[src/rtl/ahb_matrix_pkg.sv]
// ahb_matrix_pkg: shared AHB encodings and default widths for the bus matrix
package ahb_matrix_pkg;
  localparam int AHB_ADDR_WIDTH = 32;
  typedef enum logic [1:0] {
    HTRANS_IDLE   = 2'b00,
    HTRANS_BUSY   = 2'b01,
    HTRANS_NONSEQ = 2'b10,
    HTRANS_SEQ    = 2'b11
  } htrans_e;
  typedef enum logic [2:0] {
    HBURST_SINGLE = 3'd0,
    HBURST_INCR   = 3'd1,
    HBURST_WRAP4  = 3'd2,
    HBURST_INCR4  = 3'd3,
    HBURST_WRAP8  = 3'd4,
    HBURST_INCR8  = 3'd5,
    HBURST_WRAP16 = 3'd6,
    HBURST_INCR16 = 3'd7
  } hburst_e;
  typedef enum logic {
    HRESP_OKAY  = 1'b0,
    HRESP_ERROR = 1'b1
  } hresp_e;
endpackage

[src/rtl/ahb_input_stage.sv]
// ahb_input_stage: master-side matrix port holding an address phase until the output stage takes it
module ahb_input_stage
  import ahb_matrix_pkg::*;
#(
  parameter int ADDR_WIDTH = AHB_ADDR_WIDTH
) (
  input  logic                  HCLK,
  input  logic                  HRESETn,
  input  logic                  HSELS,
  input  logic [ADDR_WIDTH-1:0] HADDRS,
  input  logic [1:0]            HTRANSS,
  input  logic                  HWRITES,
  input  logic [2:0]            HSIZES,
  input  logic [2:0]            HBURSTS,
  input  logic [3:0]            HPROTS,
  input  logic                  HMASTLOCKS,
  input  logic                  HREADYS,
  output logic                  HREADYOUTS,
  output logic                  HRESPS,
  output logic                  req_op,
  output logic                  sel_op,
  output logic [ADDR_WIDTH-1:0] addr_op,
  output logic [1:0]            trans_op,
  output logic                  write_op,
  output logic [2:0]            size_op,
  output logic [2:0]            burst_op,
  output logic [3:0]            prot_op,
  output logic                  mastlock_op,
  input  logic                  active_op,
  input  logic                  readyout_op,
  input  logic                  resp_op
);
  logic                  pend, data_phase;
  logic [ADDR_WIDTH-1:0] h_addr;
  logic [1:0]            h_trans;
  logic                  h_write, h_mastlock;
  logic [2:0]            h_size, h_burst;
  logic [3:0]            h_prot;
  logic                  trans_valid, go, accept;
  assign trans_valid = HSELS & HTRANSS[1] & HREADYS;
  assign go          = active_op & readyout_op;
  assign accept      = go & (pend | trans_valid);
  always_ff @(posedge HCLK or negedge HRESETn)
    if (!HRESETn) begin
      pend       <= 1'b0;
      data_phase <= 1'b0;
      h_addr     <= '0;
      h_trans    <= HTRANS_IDLE;
      h_write    <= 1'b0;
      h_size     <= '0;
      h_burst    <= '0;
      h_prot     <= '0;
      h_mastlock <= 1'b0;
    end else begin
      pend       <= (trans_valid & ~go) ? 1'b1 : (pend & go) ? 1'b0 : pend;
      data_phase <= accept ? 1'b1 : readyout_op ? 1'b0 : data_phase;
      if (trans_valid) begin
        h_addr     <= HADDRS;
        h_trans    <= HTRANSS;
        h_write    <= HWRITES;
        h_size     <= HSIZES;
        h_burst    <= HBURSTS;
        h_prot     <= HPROTS;
        h_mastlock <= HMASTLOCKS;
      end
    end
  assign addr_op     = pend ? h_addr : HADDRS;
  assign trans_op    = pend ? h_trans : (HSELS & HREADYS) ? HTRANSS : HTRANS_IDLE;
  assign write_op    = pend ? h_write : HWRITES;
  assign size_op     = pend ? h_size : HSIZES;
  assign burst_op    = pend ? h_burst : HBURSTS;
  assign prot_op     = pend ? h_prot : HPROTS;
  assign mastlock_op = pend ? h_mastlock : HMASTLOCKS;
  assign req_op      = pend | trans_valid;
  assign sel_op      = pend | (HSELS & HREADYS);
  assign HREADYOUTS  = ~pend & (~data_phase | readyout_op);
  assign HRESPS      = data_phase ? resp_op : HRESP_OKAY;
endmodule

[config.mk]
export PLATFORM = sky130hd
export DESIGN_NAME = ahb_input_stage
export DESIGN_NICKNAME = d
export VERILOG_FILES = /design/src/rtl/ahb_matrix_pkg.sv /design/src/rtl/ahb_input_stage.sv
export SDC_FILE = /design/constraint.sdc
export NUM_CORES = 1
export LEC_CHECK = 0
export ABC_AREA = 1
export BUFFER_PORTS_ARGS = -buffer_cell sky130_fd_sc_hd__buf_2
export CORE_MARGIN = 2
export CORE_UTILIZATION = 48
export DETAILED_ROUTE_END_ITERATION = 10
export MAX_ROUTING_LAYER = met4
export PLACE_DENSITY = 0.86
export SYNTH_ARGS = -nofsm -noshare
export SYNTH_HDL_FRONTEND = slang
export SYNTH_SLANG_ARGS = --single-unit
[constraint.sdc]
create_clock -name HCLK -period 1.1 [get_ports HCLK]
set_clock_uncertainty 0.15 [all_clocks]
set_input_delay 0.11 -clock HCLK [delete_from_list [all_inputs] [get_ports HCLK]]
set_output_delay 0.11 -clock HCLK [all_outputs]
set_load 0.02 [all_outputs]
; Word-level counts from Yosys, hierarchy flattened
; Index checks and enable logic that the tools add are counted.
[word_totals]
ff_bits = 48
latchBits = 0
ram_bits = 0
romBits = 0
input_bits = 53
output_inout_bits = 50
word_cells = 38
n_memories = 0
[classes]
addsub = 0
mul = 0
n_div = 0
magnitude_cmp = 0
n_eq_ne = 0
shift = 0
muxes = 13
bitwise = 14
reduce_logical = 2
[ops]
columns = op, n
row1 = $mux W32, 1
row2 = $and A1 B1 Y1, 8
row3 = $mux W1, 7
row4 = $mux W3, 2
row5 = $mux W2, 2
row6 = $mux W4, 1
row7 = $reduce_bool A2 Y1, 2
row8 = $not A1 Y1, 3
row9 = $or A1 B1 Y1, 3

; Longest topological paths before layout
; Gate-level depths: netlist of the first run.
[depth]
word_depth = 5
ltp_mapped = 5
mapped_depth_nobuf = 4

; Worst setup path after synthesis of the first run
; No wires, ideal clock.
[synth_timing]
path_type = reg-to-output
from = reg pend
to = out burst_op[1]
arrival_time_ps = 1179
required_ps = 840
slack_ps = -339
stages_incl_launch_ff = 4
n_path_buf = 2
path_cell_list = dfrtp_1 > buf_2 > buf_2 > o21ai_0
[synth_via]
elab_chain_cells = 1
[synth_lines]
columns = item, line_no
row1 = "start, declared", ahb_input_stage.sv:33  ; logic pend, data_phase;
row2 = "start signal, assigned", ahb_input_stage.sv:55  ; pend <= (trans_valid & ~go) ? 1'b1 : (pend & go) ? 1'b0 : pend;
row3 = $mux W3, ahb_input_stage.sv:71  ; assign burst_op = pend ? h_burst : HBURSTS;
row4 = "end, declared", ahb_input_stage.sv:26  ; output logic [2:0] burst_op,
; No other way between the ends.

; Worst setup path in the final report of the first run
[layout_timing]
from = reg pend
to = out trans_op[0]
[layout_via]
elab_chain_cells = 1
[layout_lines]
columns = item, line_no
row1 = $mux W2, ahb_input_stage.sv:68  ; assign trans_op = pend ? h_trans : (HSELS & HREADYS) ? HTRANSS : HTRANS_IDLE;
row2 = "end, declared", ahb_input_stage.sv:23  ; output logic [1:0] trans_op,
; No other way between the ends.

==> out/results.ini, run 1 <==
[finish]
multi_input_gate_area_um2 = 1607
layout.cells.most_common = sky130_fd_sc_hd__buf_2
finish.net_count = 523
final_core_util_pct = 93.71
n_fill_cell = 172
layout_common_cells = 55 x sky130_fd_sc_hd__buf_2, 52 x sky130_fd_sc_hd__nand2_1, 48 x sky130_fd_sc_hd__inv_1, 48 x sky130_fd_sc_hd__dlygate4sd3_1, 47 x sky130_fd_sc_hd__dfrtp_1
antenna-diode-count = 0
total_area_of_sequential_cells_um2 = 1205
area_growth_synth_to_finish_pct = 91.04
final_layout_size_suffix_gt1_share_pct = 52.77
final_cells = 540

[setup_path]
timing.critical_path.required_ns = 0.84
startpoint_type = flop
path_delay_family = flip-flops
worst_r2r_startpoint = pend
crit_path_end_kind = primary output
path_cells = buf_6 -> buf_6 -> inv_4 -> nand2_4 -> o21ai_4 -> buf_6
path_class = reg -> out
cp_data_arrival_time_ns = 1.51
critical_path.most_common_cell = sky130_fd_sc_hd__buf_6
cpMaxStageDelayCell = sky130_fd_sc_hd__dfrtp_4
worst-path-stages = 6
worstRegToRegCells = 7
path_buf_inv = 4
critical_path.max_stage_delay_ns = 0.50
crit_path_max_fanout = 5
setup.worst_path.start = pend

[die]
floorplan.initialDensity_pct = 49.05
die_area_um2 = 5708
row_count = 26
io_pins = 103
placeableCoreArea_um2 = 5010
height_of_the_chip_um = 75.55
die-width_um = 75.55

[worst_hold_path]
whs_path_depth = 3
worst_hold_startpoint = HSELS
worstHoldPathType = in -> reg

[sta]
max_freq_ghz = 0.5663
relSlewSlack_pct = 81.66
grt_setup_unrepaired = yes
layout_worst_path_cycle_share_pct = 160.5
finalWorstSetupSlack_ns = -0.6660
hold_vio_cnt_final = 0
final-setup-viol-count = 52
final-max-slew-violation-count = 0
min_period_ns = 1.766
worst-slew-pin-transition_ns = 0.2722
sum_of_negative_setup_slack_ns = -29.95

[global_routing]
overflow = 0
first_global_vias = 2452
grt_usage_pct = 26.43
grt_start_max_net_pins = 49
antenna_found_initial = 0
global_route_wire_length_before_repair_um = 11070

[status]
violations_in_the_final_reports = setup timing
run_status = complete, but fails checks

[clock_tree]
htreeDepth = 2
cts_made_buffers = 5
tritoncts_clock_tree = done
skew_pair_late_insertion_delay_ns = 0.31
clkSinkCount = 48
cts_buffer_depth = 2
cts.reportedPaths.clkPinSlew_ns = 0.09
cts.root.buffer_cell = sky130_fd_sc_hd__clkbuf_8

[route]
vias = 2895
avgRoutedWirePerCell_um = 19.31
number_of_optimization_iterations_in_the_first_detailed_route_pass = 4
number_of_design_rule_violations_left_by_the_first_detailed_router_iteration = 269
drt_drc_violations_left = 0
detail_route.vias_per_cell = 5.361
antenna_violating_nets_post_route = 0
route.final.wire_length_um = 10430

[run]
timing.max_cap.violations = 0

[placement]
port_buffers = 102
routabilityCongestion = 0.7670
hpwl_um = 4226
place.detailed.instances = 477

[yosys]
postSynthAreaPerCell_um2 = 7.851
sequential_to_total_area_share_from_yosys_stat_pct = 48.88
synthesis_warnings = 0
synth_cell_types = 12
syn-cell-area_um2 = 2457
synth_nets = 366
ys_seq_elements = 48
synthCells = 313

[power]
seq_power_share_pct = 37.7
total_switching_power_w = 0.002353
power_frac_comb_pct = 44.7
power.switching_fraction_pct = 38.83
cell_internal_pwr_w = 0.003708
p_per_area_nw_per_um2 = 1291
clock_power_share_pct = 17.5
power.static_leakage_nw = 2.292
max-vdd-ir-drop_v = 0.001076

final cells by class:
cell class / count / share of cell area [%]
clock buffers: 6 / 1.546
clock inverters: 1 / 0.1066
inverters: 50 / 4.051
multi-input cells: 195 / 34.22
flip-flops and latches: 48 / 25.67
well taps: 70 / 1.866
repair buffers: 170 / 32.54
metrics by stage:
step                      cell area (µm²)  total power (W)  setup WS (ns)  hold WS (ns)
after floorplan                      3047         0.003661       -0.05273       -0.3356
after global placement               3620         0.004083        -0.3009      -0.03598
after detailed placement             3620         0.004151        -0.3450      -0.03536
after CTS                            4329         0.005419        -0.6141       0.05465
after global routing                 4695         0.006262        -0.6888       0.09405
final                                4695         0.006062        -0.6660       0.07269
per-layer routing:
layer	part of all wire, %	vias up	track usage, %
li1	-	1283	-
met5	0	-	-
met4	2.8	0	7.602
met3	6.4	34	4.101
met2	54	154	47.54
met1	37	1424	30.46
timing repair:
item	4_1_cts	5_1_grt
setup endpoints to repair	51	52
gates resized for setup	47	93
hold endpoints to repair	95	0
buffers inserted	2	3
pin swaps	2	3
hold buffers	48	0
gates cloned	0	4
final timing paths:
path	to	slack, ns
min	h_trans[0]	0.07
max in group asynchronous	pend	0.36
min in group asynchronous	h_trans[0]	0.18
min reg2reg	h_addr[28]	0.37
max	trans_op[0]	-0.67
max reg2reg	data_phase	-0.33
cell usage after synthesis:
cell                       instances  area (µm²)
sky130_fd_sc_hd__dfrtp_1          48        1201
sky130_fd_sc_hd__a21oi_1           2       10.01
sky130_fd_sc_hd__o21ai_1          20       100.1
sky130_fd_sc_hd__o21ai_2          20       175.2
sky130_fd_sc_hd__nand3_2           1       10.01
sky130_fd_sc_hd__o21ai_0          51       255.2
sky130_fd_sc_hd__buf_6             7       78.83
sky130_fd_sc_hd__inv_1            50       187.7
sky130_fd_sc_hd__clkbuf_2          2       10.01
sky130_fd_sc_hd__nand2_1         101       379.1
sky130_fd_sc_hd__clkbuf_1          4       15.01
sky130_fd_sc_hd__buf_2             7       35.03
tightest hold or removal path: stages:
cell and delay, ns:
sky130_fd_sc_hd__buf_2 0.12, sky130_fd_sc_hd__nand3_4 0.17, sky130_fd_sc_hd__o21ai_1 0.09
state kept, by name (all words and copies together), names as in the netlist:
register	count
h_trans	2
h_size	3
h_addr	32
data_phase	1
h_write	1
h_prot	4
h_mastlock	1
pend	1
h_burst	3
power groups by stage:
stage	registers [W]	clock network [W]	logic, W
2_1_floorplan	0.00218	0	0.00148
5_1_grt	0.00231	0.00110	0.00286
3_3_place_gp	0.00222	0	0.00187
6_report	0.00229	0.00106	0.00271
4_1_cts	0.00222	0.00101	0.00219
3_5_place_dp	0.00223	0	0.00192
logic make-up after synthesis:
kind of cell,after synthesis,share of synthesized area (%)
AOI/OAI and AO/OA,93,22.00
DFF,48,48.88
buffers and inverters,70,13.29
and+or+nand+nor,102,15.83
No activity file was read; power rests on OpenSTA's default activity.
==> run 2: changes to the inputs <==
CORE_ASPECT_RATIO = 1.4   (was unset)
==> run 2 against run 1 <==
Net effect:
- the run now fails in global routing (5_1_grt)
- area after synthesis unchanged
- synthesized cell count is the same
==> out/results.ini, run 2 <==
[status]
flow.first_error = [ERROR DPL-0038] Utilization greater than 100%, impossible to legalize
run_status = stopped before the end
stop_stage = global routing (5_1_grt)

[global_routing]
grt_start_max_net_pins = 49

[yosys]
synthCells = 313  ; unchanged
syn-cell-area_um2 = 2457  ; unchanged
synth_nets = 366  ; unchanged
netlist.top_cell.by_area = sky130_fd_sc_hd__dfrtp_1
yosys.cell_count.top_type = sky130_fd_sc_hd__nand2_1
synth_cell_types = 12  ; unchanged
ys_seq_elements = 48  ; unchanged
post_synth_most_frequent_cells = 101 x sky130_fd_sc_hd__nand2_1, 51 x sky130_fd_sc_hd__o21ai_0, 50 x sky130_fd_sc_hd__inv_1
synth-edff-count = 0  ; unchanged
sequential_to_total_area_share_from_yosys_stat_pct = 48.88  ; unchanged
asyncSetResetFlopFracSynth_pct = 100.0  ; unchanged
postSynthAreaPerCell_um2 = 7.851  ; unchanged
synth_top_area_share_pct = 48.88  ; unchanged
yosys-top-cells-area = sky130_fd_sc_hd__dfrtp_1 49%, sky130_fd_sc_hd__nand2_1 15%, sky130_fd_sc_hd__o21ai_0 10%, sky130_fd_sc_hd__inv_1 7.6%, sky130_fd_sc_hd__o21ai_2 7.1%
synth-main-ff-cell = sky130_fd_sc_hd__dfrtp_1
synthesis_warnings = 0  ; unchanged

[placement]
place.detailed.instances = 470  ; -1.5%
hpwl_um = 4404  ; +4.2%
dp_worst_setup_slack_ns = -0.3253  ; +0.01970 ns
routabilityCongestion = 0.8053  ; +5.0%
port_buffers = 102  ; unchanged

[die]
row_count = 30  ; +15%
floorplan.initialDensity_pct = 50.36  ; +1.3 points
die-width_um = 64.47  ; -15%
io_pins = 103  ; unchanged
height_of_the_chip_um = 88.66  ; +17%

[clock_tree]
clkSinkCount = 48  ; unchanged
cts_buffer_depth = 2  ; unchanged
cts_made_buffers = 5  ; unchanged
htreeDepth = 2  ; unchanged
cts.root.buffer_cell = sky130_fd_sc_hd__clkbuf_8

[sta]
timing.grt.repair.worst_endpoint = addr_op[27]
worst_path_end_type = top-level output

## run 2: cell counts after synthesis
No cell type changed its count.
## run 2: cells by family after synthesis
family | Yosys count | synth area share (%)
flops | 48 | 48.88
buf+inv | 70 | 13.29
simple gates | 102 | 15.83
compound gates | 93 | 22.00
## run 2: metrics by stage
stage               cell area, µm²  setup TNS (ns)
floorplan                     3047          -2.104
global placement              3605          -11.88
detailed placement            3605          -12.84
CTS                           4481          -29.51
## run 2: what timing repair did
item | CTS
cloned | 1
setup buffers | 4
resized for setup | 88
endpoints found under the hold margin | 93
setup endpoints to repair | 51
hold buffers | 45
pin swaps | 1
==> run 3: changes to the inputs <==
CORE_ASPECT_RATIO = unset   (was 1.4)
CORE_UTILIZATION = 40   (was 48)
MAX_ROUTING_LAYER = unset   (was met4)
PLACE_DENSITY = unset   (was 0.86)
PLACE_DENSITY_LB_ADDON = 0.15   (was unset)
==> run 3 against run 2 <==
Net effect:
- the flow now finishes, with violations (setup timing)
==> out/results.ini, run 3 (synthesis gave the netlist of run 1 again) <==
[status]
run_status = complete, but fails checks
violations_in_the_final_reports = setup timing

[setup_path]
timing.critical_path.required_ns = 0.84
startpoint_type = flop
timing.reg2reg.setup_slack_ns = -0.15
reg2reg_to = data_phase
crit_path_end_kind = primary output
path_class = reg -> out
crit_path_max_fanout = 7
worstRegToRegCells = 5
cp_data_arrival_time_ns = 1.44
setup.worst_path.start = pend
timing.critical_path.to = HREADYOUTS
worst_r2r_startpoint = pend

[sta]
final-max-slew-violation-count = 0
max_freq_ghz = 0.5870
grt_setup_unrepaired = yes
hold_vio_cnt_final = 0
finalWorstSetupSlack_ns = -0.6034
relSlewSlack_pct = 81.92
worst-slew-pin-transition_ns = 0.2712
layout_worst_path_cycle_share_pct = 154.9
final-setup-viol-count = 52
sum_of_negative_setup_slack_ns = -27.05
min_period_ns = 1.703

[finish]
finalInstanceArea_um2 = 4777
area_growth_synth_to_finish_pct = 94.40
reg.largest.list = h_addr: 32 flops, h_prot: 4 flops
layout.cells.most_common = sky130_fd_sc_hd__nand2_1
finish.net_count = 520
largest_register_ff_count = 32
final_layout_size_suffix_gt1_share_pct = 51.50
antenna-diode-count = 0
regMostFlops = h_addr
final_core_util_pct = 80.68
layout_common_cells = 58 x sky130_fd_sc_hd__nand2_1, 57 x sky130_fd_sc_hd__buf_2, 48 x sky130_fd_sc_hd__inv_1, 48 x sky130_fd_sc_hd__dlygate4sd3_1, 47 x sky130_fd_sc_hd__dfrtp_1

[die]
row_count = 28  ; -6.7%
placeableCoreArea_um2 = 5921
die-width_um = 82.38  ; +28%
height_of_the_chip_um = 82.38  ; -7.1%
die_area_um2 = 6786
floorplan.initialDensity_pct = 41.50  ; -8.9 points
io_pins = 103  ; unchanged

[placement]
hpwl_um = 4255  ; -3.4%
port_buffers = 102  ; unchanged
routabilityCongestion = 0.7091  ; -12%
placedInstanceArea_um2 = 3659  ; +1.5%
dp_worst_setup_slack_ns = -0.3511  ; -0.02586 ns

[global_routing]
grt_usage_pct = 21.03
overflow = 0
global_route_wire_length_before_repair_um = 10990
grt_start_max_net_pins = 34
first_global_vias = 2434
antenna_found_initial = 0

[route]
antenna_violating_nets_post_route = 0
number_of_design_rule_violations_left_by_the_first_detailed_router_iteration = 38
avgRoutedWirePerCell_um = 13.60
number_of_optimization_iterations_in_the_first_detailed_route_pass = 4
vias = 2596
detail_route.vias_per_cell = 4.781
drt_drc_violations_left = 0
route.final.wire_length_um = 7385

[power]
p_per_area_nw_per_um2 = 1256
power.static_leakage_nw = 2.412
max-vdd-ir-drop_v = 0.0008315

[clock_tree]
tritoncts_clock_tree = done
htreeDepth = 2  ; unchanged
skew_pair_late_insertion_delay_ns = 0.29
cts.root.buffer_cell = sky130_fd_sc_hd__clkbuf_8
cts.reportedPaths.clkPinSlew_ns = 0.09
cts_made_buffers = 5  ; unchanged
clkSinkCount = 48  ; unchanged
cts_buffer_depth = 2  ; unchanged

[worst_hold_path]
worstHoldPathType = in -> async

[run]
timing.max_cap.violations = 0

-- run 3: metrics by stage --
step           cells  hold slack [ns]  total power (W)
5_1_grt          543          0.07886         0.006314
4_1_cts          543          0.06302         0.005779
3_3_place_gp     483          -0.1540         0.004124
3_5_place_dp     483          -0.1563         0.004169
6_report         543          0.07345         0.005999
2_1_floorplan    313          -0.3356         0.003661
-- run 3: repair_timing --
item                                    4_1_cts  5_1_grt
hold endpoints to repair                     95        0
setup buffers                                 4        1
pin swaps                                     2        7
resized for setup                            98       62
hold buffers                                 48        0
cloned                                        1        0
endpoints found under the setup margin       51       52
-- run 3: area by class of cell --
class,count,area [µm²]
clock buffers,8,100.1
flip-flops and latches,48,1205
inverters,50,192.7
fillers,375,1144
multi-input cells,195,1673
well taps,75,93.84
repair buffers,167,1513
-- run 3: power breakdown --
group / total (W) / leakage [nW] / internal (W) / switching [W]
Clock: 0.00114 / 0.0515 / 0.000575 / 0.000570
Sequential: 0.00229 / 0.595 / 0.00204 / 0.000249
Combinational: 0.00257 / 1.77 / 0.00123 / 0.00133
Total: 0.00600 / 2.41 / 0.00385 / 0.00215
-- run 3: critical path, stage by stage, from the launching register on --
cell	delay, ns
sky130_fd_sc_hd__dfrtp_4	0.57
sky130_fd_sc_hd__buf_6	0.16
sky130_fd_sc_hd__buf_12	0.14
sky130_fd_sc_hd__a21oi_4	0.13
sky130_fd_sc_hd__buf_6	0.14
-- run 3: how the worst min path moves through the flow --
stage | from | to | slack (ns) | cells past startpoint
3_3_place_gp | HRESETn | h_size[1] | -0.15 | 1
3_5_place_dp | HRESETn | h_size[1] | -0.16 | 1
2_1_floorplan | HRESETn | data_phase | -0.34 | 0
4_1_cts | HRESETn | h_size[1] | 0.06 | 2
6_report | HRESETn | h_size[1] | 0.07 | 2
5_1_grt | HRESETn | h_size[0] | 0.08 | 2
-- run 3: routing by layer --
| layer | routed length (µm) | GRT usage [%] | vias up |
|---|---|---|---|
| li1 | - | - | 1286 |
| met1 | 2912 | 26.47 | 1216 |
| met2 | 3960 | 36.37 | 77 |
| met3 | 344 | 5.109 | 17 |
| met4 | 167 | 5.000 | 0 |
| met5 | 0 | 0 | - |
